[src/rtl/urv_dm_arbiter.sv]
// Data-memory port arbiter: the core (c_*) has fixed priority over a host/debug master (h_*).
// A wait counter gives a starved host one grant; a bus timeout terminates unacknowledged transfers.
module urv_dm_arbiter #(
    parameter int unsigned HOST_MAX_WAIT = 16,
    parameter int unsigned TIMEOUT       = 64
) (
    input  logic        clk_i,
    input  logic        rst_n_i,
    input  logic        c_req_i,
    input  logic        c_we_i,
    input  logic [31:0] c_addr_i,
    input  logic [31:0] c_data_i,
    input  logic [3:0]  c_sel_i,
    output logic        c_ack_o,
    output logic        c_err_o,
    output logic [31:0] c_rdata_o,
    input  logic        h_req_i,
    input  logic        h_we_i,
    input  logic [31:0] h_addr_i,
    input  logic [31:0] h_data_i,
    input  logic [3:0]  h_sel_i,
    output logic        h_ack_o,
    output logic        h_err_o,
    output logic [31:0] h_rdata_o,
    output logic        mem_req_o,
    output logic        mem_we_o,
    output logic [31:0] mem_addr_o,
    output logic [31:0] mem_data_o,
    output logic [3:0]  mem_sel_o,
    input  logic        mem_ack_i,
    input  logic [31:0] mem_data_i
);
    typedef enum logic [1:0] {StIdle, StCore, StHost, StDone} state_e;

    localparam logic [7:0]  WaitMax = 8'(HOST_MAX_WAIT);
    localparam logic [15:0] ToLast  = 16'(TIMEOUT - 1);

    state_e      state_q, state_d;
    logic [7:0]  wait_q, wait_d;
    logic [15:0] to_q, to_d;
    logic        mem_req_q, mem_req_d, mem_we_q, mem_we_d;
    logic [31:0] mem_addr_q, mem_addr_d, mem_data_q, mem_data_d;
    logic [3:0]  mem_sel_q, mem_sel_d;
    logic        c_ack_q, c_ack_d, c_err_q, c_err_d;
    logic        h_ack_q, h_ack_d, h_err_q, h_err_d;
    logic [31:0] c_rdata_q, c_rdata_d, h_rdata_q, h_rdata_d;
    logic        host_win, to_hit, owner_host;

    assign host_win   = h_req_i && ((wait_q == WaitMax) || !c_req_i);
    assign to_hit     = (TIMEOUT != 0) && (to_q == ToLast);
    assign owner_host = (state_q == StHost);

    always_comb begin
        state_d    = state_q;
        wait_d     = wait_q;
        to_d       = to_q;
        mem_req_d  = mem_req_q;
        mem_we_d   = mem_we_q;
        mem_addr_d = mem_addr_q;
        mem_data_d = mem_data_q;
        mem_sel_d  = mem_sel_q;
        c_ack_d    = 1'b0;
        c_err_d    = 1'b0;
        h_ack_d    = 1'b0;
        h_err_d    = 1'b0;
        c_rdata_d  = c_rdata_q;
        h_rdata_d  = h_rdata_q;

        if (!h_req_i) begin
            wait_d = '0;
        end else if (!owner_host && (wait_q != WaitMax)) begin
            wait_d = wait_q + 8'd1;
        end

        case (state_q)
            StIdle: begin
                if (host_win) begin
                    state_d    = StHost;
                    mem_req_d  = 1'b1;
                    mem_we_d   = h_we_i;
                    mem_addr_d = h_addr_i;
                    mem_data_d = h_data_i;
                    mem_sel_d  = h_sel_i;
                    to_d       = '0;
                    wait_d     = '0;
                end else if (c_req_i) begin
                    state_d    = StCore;
                    mem_req_d  = 1'b1;
                    mem_we_d   = c_we_i;
                    mem_addr_d = c_addr_i;
                    mem_data_d = c_data_i;
                    mem_sel_d  = c_sel_i;
                    to_d       = '0;
                end
            end
            StCore, StHost: begin
                // A bus ack in the timeout cycle takes precedence over the error.
                if (mem_ack_i) begin
                    mem_req_d = 1'b0;
                    state_d   = StDone;
                    if (owner_host) begin
                        h_ack_d = 1'b1;
                        if (!mem_we_q) h_rdata_d = mem_data_i;
                    end else begin
                        c_ack_d = 1'b1;
                        if (!mem_we_q) c_rdata_d = mem_data_i;
                    end
                end else if (to_hit) begin
                    mem_req_d = 1'b0;
                    state_d   = StDone;
                    if (owner_host) begin
                        h_ack_d   = 1'b1;
                        h_err_d   = 1'b1;
                        h_rdata_d = '0;
                    end else begin
                        c_ack_d   = 1'b1;
                        c_err_d   = 1'b1;
                        c_rdata_d = '0;
                    end
                end else if (TIMEOUT != 0) begin
                    to_d = to_q + 16'd1;
                end
            end
            StDone:  state_d = StIdle;
            default: state_d = StIdle;
        endcase
    end

    always_ff @(posedge clk_i or negedge rst_n_i) begin
        if (!rst_n_i) begin
            state_q    <= StIdle;
            wait_q     <= '0;
            to_q       <= '0;
            mem_req_q  <= 1'b0;
            mem_we_q   <= 1'b0;
            mem_addr_q <= '0;
            mem_data_q <= '0;
            mem_sel_q  <= '0;
            c_ack_q    <= 1'b0;
            c_err_q    <= 1'b0;
            h_ack_q    <= 1'b0;
            h_err_q    <= 1'b0;
            c_rdata_q  <= '0;
            h_rdata_q  <= '0;
        end else begin
            state_q    <= state_d;
            wait_q     <= wait_d;
            to_q       <= to_d;
            mem_req_q  <= mem_req_d;
            mem_we_q   <= mem_we_d;
            mem_addr_q <= mem_addr_d;
            mem_data_q <= mem_data_d;
            mem_sel_q  <= mem_sel_d;
            c_ack_q    <= c_ack_d;
            c_err_q    <= c_err_d;
            h_ack_q    <= h_ack_d;
            h_err_q    <= h_err_d;
            c_rdata_q  <= c_rdata_d;
            h_rdata_q  <= h_rdata_d;
        end
    end

    assign mem_req_o  = mem_req_q;
    assign mem_we_o   = mem_we_q;
    assign mem_addr_o = mem_addr_q;
    assign mem_data_o = mem_data_q;
    assign mem_sel_o  = mem_sel_q;
    assign c_ack_o    = c_ack_q;
    assign c_err_o    = c_err_q;
    assign c_rdata_o  = c_rdata_q;
    assign h_ack_o    = h_ack_q;
    assign h_err_o    = h_err_q;
    assign h_rdata_o  = h_rdata_q;
endmodule

[config.mk]
export PLATFORM = sky130hd
export DESIGN_NAME = urv_dm_arbiter
export DESIGN_NICKNAME = d
export VERILOG_FILES = /design/src/rtl/urv_dm_arbiter.sv
export SDC_FILE = /design/constraint.sdc
export NUM_CORES = 1
export LEC_CHECK = 0
export CORE_MARGIN = 4
export CORE_UTILIZATION = 46
export CTS_BUF_LIST = sky130_fd_sc_hd__clkbuf_16
export DETAILED_ROUTE_END_ITERATION = 12
export PLACE_DENSITY = 0.87
export SYNTH_ARGS = -nofsm -noshare
export SYNTH_HDL_FRONTEND = slang
export SYNTH_SLANG_ARGS = --single-unit
export TNS_END_PERCENT = 100
[constraint.sdc]
create_clock -name clk_i -period 5.1 [get_ports clk_i]
set_input_delay 0.765 -clock clk_i [delete_from_list [all_inputs] [get_ports clk_i]]
set_output_delay 0.765 -clock clk_i [all_outputs]
set_load 0.005 [all_outputs]
==> results.json, run 1 <==
{
  "grt_max_degree": 140,
  "p_clk_share_pct": 20.4,
  "cp_max_fo": 52,
  "core_um2": 15200,
  "wl_per_cell_um": 18.82,
  "switching_power_mw": 1.965,
  "finClkSkew_ns": 0.008697,
  "grt_first_pass_wirelength_mm": 33.22,
  "p_int_mw": 3.985,
  "maxCapViolations": 0,
  "n_antenna_cell": 0,
  "synth.avg_cell_area_um2": 11.22,
  "r2r_end": "mem_data_o[12]",
  "hold_class": "input pin to asynchronous set/reset pin",
  "place_congestion": 0.8476,
  "yosysTopAreaCell": "dfrtp_1",
  "p_total_mw": 5.951,
  "numCtsBuffers": 17,
  "holdBufCountCts": 0,
  "p_leak_nw": 5.071,
  "cpPeakStageDelay_ns": 0.65,
  "power.density_nw_per_um2": 541.6,
  "antenna_found_initial": 0,
  "layout.nets": 1117,
  "synthArstFlopShare_pct": 100.0,
  "fin_util_pct": 72.28,
  "io_pins": 313,
  "maxSlewHeadroom_pct": 20.37,
  "htree_levels": 4,
  "endpoint": "mem_data_o[12]",
  "dp_hpwl_mm": 15.79,
  "cts.reportedPaths.clkPinSlew_ns": 0.07,
  "synth-main-ff-cell": "dfrtp_1",
  "tns_ns": 0,
  "synthTopCellsByArea": "dfrtp_1 58%, mux2i_1 9.8%, a22o_1 8.8%, nand2_1 5.1%, o21ai_0 4.8%",
  "clock_path_buffers": 2,
  "netSwitchingFraction_pct": 33.03,
  "std_cell_rows": 45,
  "synth_edf_count": 0,
  "synth_nets": 817,
  "netlist.area_leader.share_pct": 57.51,
  "rsz0062_at_grt": "false",
  "critPathRequiredTime_ns": 5.38,
  "area_growth_syn_to_layout_pct": 53.99,
  "worst_slew_pin_slew_ns": 1.192,
  "status": "complete, no violations",
  "sequentialPowerShare_pct": 36.9,
  "crit_chain": "inv_1, ha_1, nand4bb_1, o41ai_1, nand2_4, buf_4, mux2i_1, o21ai_0",
  "cts.sinks": 164,
  "start_kind": "register",
  "pwr-share-comb_pct": 42.7,
  "vdd_ir_drop_max_v": 0.0002929,
  "viasPerCell": 5.457,
  "cts_root_buffer": "clkbuf_16",
  "crit_start": "wait_q[1]",
  "port-buffer-count": 312,
  "crit_type": "register to register",
  "synth_seq_cells": 164,
  "worstRegToRegCells": 8,
  "cts_setup_buffers": 0,
  "synth_area_um2": 7136,
  "dieArea_um2": 17570,
  "fin_ws_ns": 2.008,
  "initial_core_util_pct": 46.94,
  "die_w_um": 132.5,
  "antenna_left": 0,
  "cts.repair.resized": 0,
  "first_global_vias": 6159,
  "finalCritPeriodShare_pct": 60.63,
  "hold_viol_final": 0,
  "end_kind": "register",
  "place_ws_ns": 1.934,
  "period_minus_slack_ns": 3.092,
  "fp.dieH_um": 132.5,
  "rrSetupSlack_ns": 2.01,
  "holdWs_ns": 0.4354,
  "cts_tree": "built",
  "synth_most_common_cell": "dfrtp_1",
  "grtUsageTotal_pct": 23.87,
  "setup_viol": 0,
  "drive_above_1_share_pct": 5.374,
  "drc": 0,
  "ys_seq_area_share_pct": 57.51,
  "synth_warnings": 0,
  "routed_wl_mm": 21.40,
  "ys_types": 43,
  "grt_overflow": 0,
  "vias": 6205,
  "netlist_top_cells_count": "164 x dfrtp_1, 97 x nand2_1, 72 x a22o_1",
  "synthesis.instances": 636,
  "slew_viol_final": 0,
  "crit_arrival_ns": 3.37,
  "detail_route.first_pass.iterations": 5,
  "rr_startpoint": "wait_q[1]",
  "crit_slowest_cell": "o41ai_1",
  "drtIter0Drc": 405,
  "max_freq_mhz": 323.4,
  "clkLatencyLatePin_ns": 0.43
}
## registers in the layout (all words and copies together) (netlist names), 2 cells and up
register and flops:
c_rdata_o 32, h_rdata_o 32, mem_addr_o 32, mem_data_o 32, to_q 16, wait_q 8, mem_sel_o 4, state_q 2
## critical path: cells and delay by family, from the launching register on
family	cells	cell delay, ns
buf+inv	2	0.60
simple gates	2	0.78
flops	1	0.41
mux	1	0.21
compound gates	2	0.74
fa+ha+maj	1	0.16
## metal layers
layer  up-vias  share of wire [%]  GRT usage (%)
met1      2972                 39          29.16
li1       2906                  -              -
met2       297                 51          40.58
met4         0                2.5          9.122
met3        30                7.7          6.426
met5         -                  0              0
## per-stage QoR
step,instance area [µm²],instances
6_report,10990,1137
5_1_grt,10990,1137
4_1_cts,10990,1137
3_5_place_dp,10430,1105
3_3_place_gp,10430,1105
2_1_floorplan,7136,636
## worst min-delay path by stage
stage	start	endpoint	cells after the start
2_1_floorplan	state_q[0]	state_q[0]	2
3_3_place_gp	mem_addr_o[27]	mem_addr_o[27]	2
3_5_place_dp	mem_data_o[23]	mem_data_o[23]	2
4_1_cts	mem_data_o[0]	mem_data_o[0]	2
5_1_grt	rst_n_i	c_rdata_o[0]	1
6_report	rst_n_i	c_rdata_o[0]	1
## cell families after synthesis
kind of cell / synth area share [%]
fa+ha+maj: 1.052
xor+xnor: 0.9820
simple gates: 10.57
buf+inv: 2.753
mux: 9.977
compound gates: 17.15
flops: 57.51
## final cells by class
cell class | instances | area (µm²)
fillers | 1047 | 4214
multi-input cells | 424 | 2859
clock buffers | 17 | 425.4
clock inverters | 15 | 130.1
repair buffers | 321 | 3204
flip-flops and latches | 164 | 4104
well taps | 188 | 235.2
inverters | 8 | 30.03
## power by group through the flow
stage	Clock [mW]	Combinational (mW)	Sequential, mW
2_1_floorplan	0	1.02	2.20
3_3_place_gp	0	2.49	2.19
3_5_place_dp	0	2.55	2.21
5_1_grt	1.30	2.75	2.27
4_1_cts	1.23	2.57	2.19
6_report	1.21	2.54	2.20
## cells in the final DEF (no fill, tap or decap), drive strengths merged, types with 3 or more instances in the layout
master	count
nor2b	3
xor2	5
o21ai	82
nand4	3
and3	5
clkinv	5
mux2i	70
a22o	72
clkbuf	17
o31ai	4
dfrtp	164
clkinvlp	3
clkdlybuf4s50	311
nor3	5
inv	14
nand2	97
or4	6
nor2	17
ha	6
xnor2	3
a21o	3
o211ai	4
a21oi	3
buf	10
nand4b	3
nor4	4
nand3	9
No activity file was read; power rests on OpenSTA's default activity.
==> run 2: changes to the inputs <==
- CORE_UTILIZATION: 46 -> 38
- PLACE_DENSITY: 0.87 -> 0.76
- clock period: 5.1 -> 2.6 ns (I/O delays scaled with it)
==> results.json, run 2 (synthesis gave the netlist of run 1 again) <==
{
  "fin_util_pct": 62.52,
  "finClkSkew_ns": 0.01391,
  "status": "complete, no violations",
  "nFillCells": 1452,
  "grtUsageTotal_pct": 20.15,
  "holdWs_ns": 0.4772,
  "regArea_um2": 4104,
  "worstHoldPathCells": 2,
  "critPathRequiredTime_ns": 2.90,
  "hold_viol_final": 0,
  "std_cell_rows": 49,
  "grt_overflow": 0,
  "cts.reportedPaths.clkPinSlew_ns": 0.06,
  "drtIter0Drc": 325,
  "clkLatencyLatePin_ns": 0.42,
  "p_total_mw": 12.23,
  "vdd_ir_drop_max_v": 0.0004650,
  "multi_input_area_um2": 2859,
  "cts_root_buffer": "clkbuf_16",
  "period_minus_slack_ns": 2.383,
  "maxSlewHeadroom_pct": 36.08,
  "wl_per_cell_um": 17.64,
  "rr_startpoint": "to_q[12]",
  "vias": 6165,
  "p_leak_nw": 5.261,
  "antenna_left": 0,
  "place_inst": 1168,
  "place_congestion": 0.8328,
  "cts.repair.resized": 0,
  "worst_slew_pin_slew_ns": 0.9488,
  "rrSetupSlack_ns": 0.22,
  "cts_tree": "built",
  "maxCapViolations": 0,
  "clock_path_buffers": 2,
  "routed_wl_mm": 21.19,
  "crit_top_cell": "or4_4",
  "critPathBufInv": 1,
  "crit_arrival_ns": 2.68,
  "die_w_um": 145.0,
  "setup_viol": 0,
  "detail_route.first_pass.iterations": 6,
  "rsz0062_at_grt": "false",
  "numCtsBuffers": 17,
  "grt_max_degree": 63,
  "power.density_nw_per_um2": 1074,
  "crit_slowest_cell": "or4_4",
  "dp_hpwl_mm": 16.20,
  "min_from": "mem_addr_o[4]",
  "layout_commonest_cell": "clkdlybuf4s50_1",
  "htree_levels": 4,
  "start_kind": "register",
  "viasPerCell": 5.133,
  "core_um2": 18210,
  "cts.sinks": 164,
  "max_freq_mhz": 419.7,
  "port-buffer-count": 312,
  "finalCritPeriodShare_pct": 91.64,
  "r2r_end": "c_rdata_o[15]",
  "n_antenna_cell": 0,
  "grt_first_pass_wirelength_mm": 34.24,
  "crit_type": "register to register",
  "drive_above_1_share_pct": 7.819,
  "cpPeakStageDelay_ns": 0.57,
  "critPathTopFamily": "simple AND/OR/NAND/NOR gates",
  "hold_class": "register to register",
  "area_growth_syn_to_layout_pct": 59.55,
  "layout.nets": 1140,
  "cp_max_fo": 31,
  "fin_cells": 1201,
  "drc": 0,
  "fp.dieH_um": 145.0,
  "antenna_found_initial": 0,
  "crit_chain": "or4_4, or4_4, o21ai_1, nand2_1, buf_4, a22o_1",
  "end_kind": "register",
  "slew_viol_final": 0,
  "initial_core_util_pct": 39.19,
  "io_pins": 313,
  "dieArea_um2": 21030,
  "whs_endpoint": "mem_addr_o[4]",
  "first_global_vias": 6311,
  "final_cell_mix": "311 x clkdlybuf4s50_1, 164 x dfrtp_1, 96 x nand2_1",
  "worstRegToRegCells": 6,
  "tns_ns": 0
}
run 2: metrics by stage:
stage	setup WS [ns]	instance area, µm²
after floorplan	0.3360	7136
after global placement	0.2664	10710
after detailed placement	0.2026	10710
after CTS	0.2262	11380
after global routing	0.1394	11380
final	0.2173	11380
run 2: worst register-to-register path: cells and delay by family, from the launching register on:
family                 cells  cell delay (ns)
flip-flops                 1             0.43
AO/OA/AOI/OAI              2             0.41
AND/OR/NAND/NOR            3             1.18
buffers and inverters      1             0.25
run 2: area by class of cell:
class                           count  area share (%)
Inverter                            8          0.2638
Clock inverter                     15           2.088
Timing Repair Buffer              344           30.23
Clock buffer                       17           3.737
Tap cell                          229           2.517
Multi-Input combinational cell    424           25.11
Sequential cell                   164           36.05
run 2: worst max path at each step:
stage / to / start / cells past startpoint / slack [ns]
4_1_cts: h_rdata_o[16] / to_q[12] / 6 / 0.23
2_1_floorplan: to_q[14] / to_q[12] / 6 / 0.34
6_report: c_rdata_o[15] / to_q[12] / 6 / 0.22
3_3_place_gp: to_q[4] / c_req_i / 7 / 0.27
5_1_grt: h_rdata_o[21] / to_q[12] / 6 / 0.14
3_5_place_dp: to_q[4] / c_req_i / 7 / 0.20
run 2: layer usage:
| metal | part of all wire (%) | vias to the layer above | track usage [%] |
|---|---|---|---|
| li1 | - | 2950 | - |
| met1 | 42 | 2935 | 24.88 |
| met2 | 50 | 266 | 35.19 |
| met3 | 7.5 | 14 | 5.769 |
| met4 | 0.93 | 0 | 4.798 |
| met5 | 0 | - | 0 |
run 2: timing repair:
action / CTS / global route
buffers inserted: 0 / 0
hold buffers: 1 / 0
endpoints found under the hold margin: 51 / 0
setup endpoints to repair: 0 / 0
run 2: power by group:
part	internal, mW	switching, mW
combinational	2.99	2.15
sequential	3.63	0.650
clock	1.74	1.08
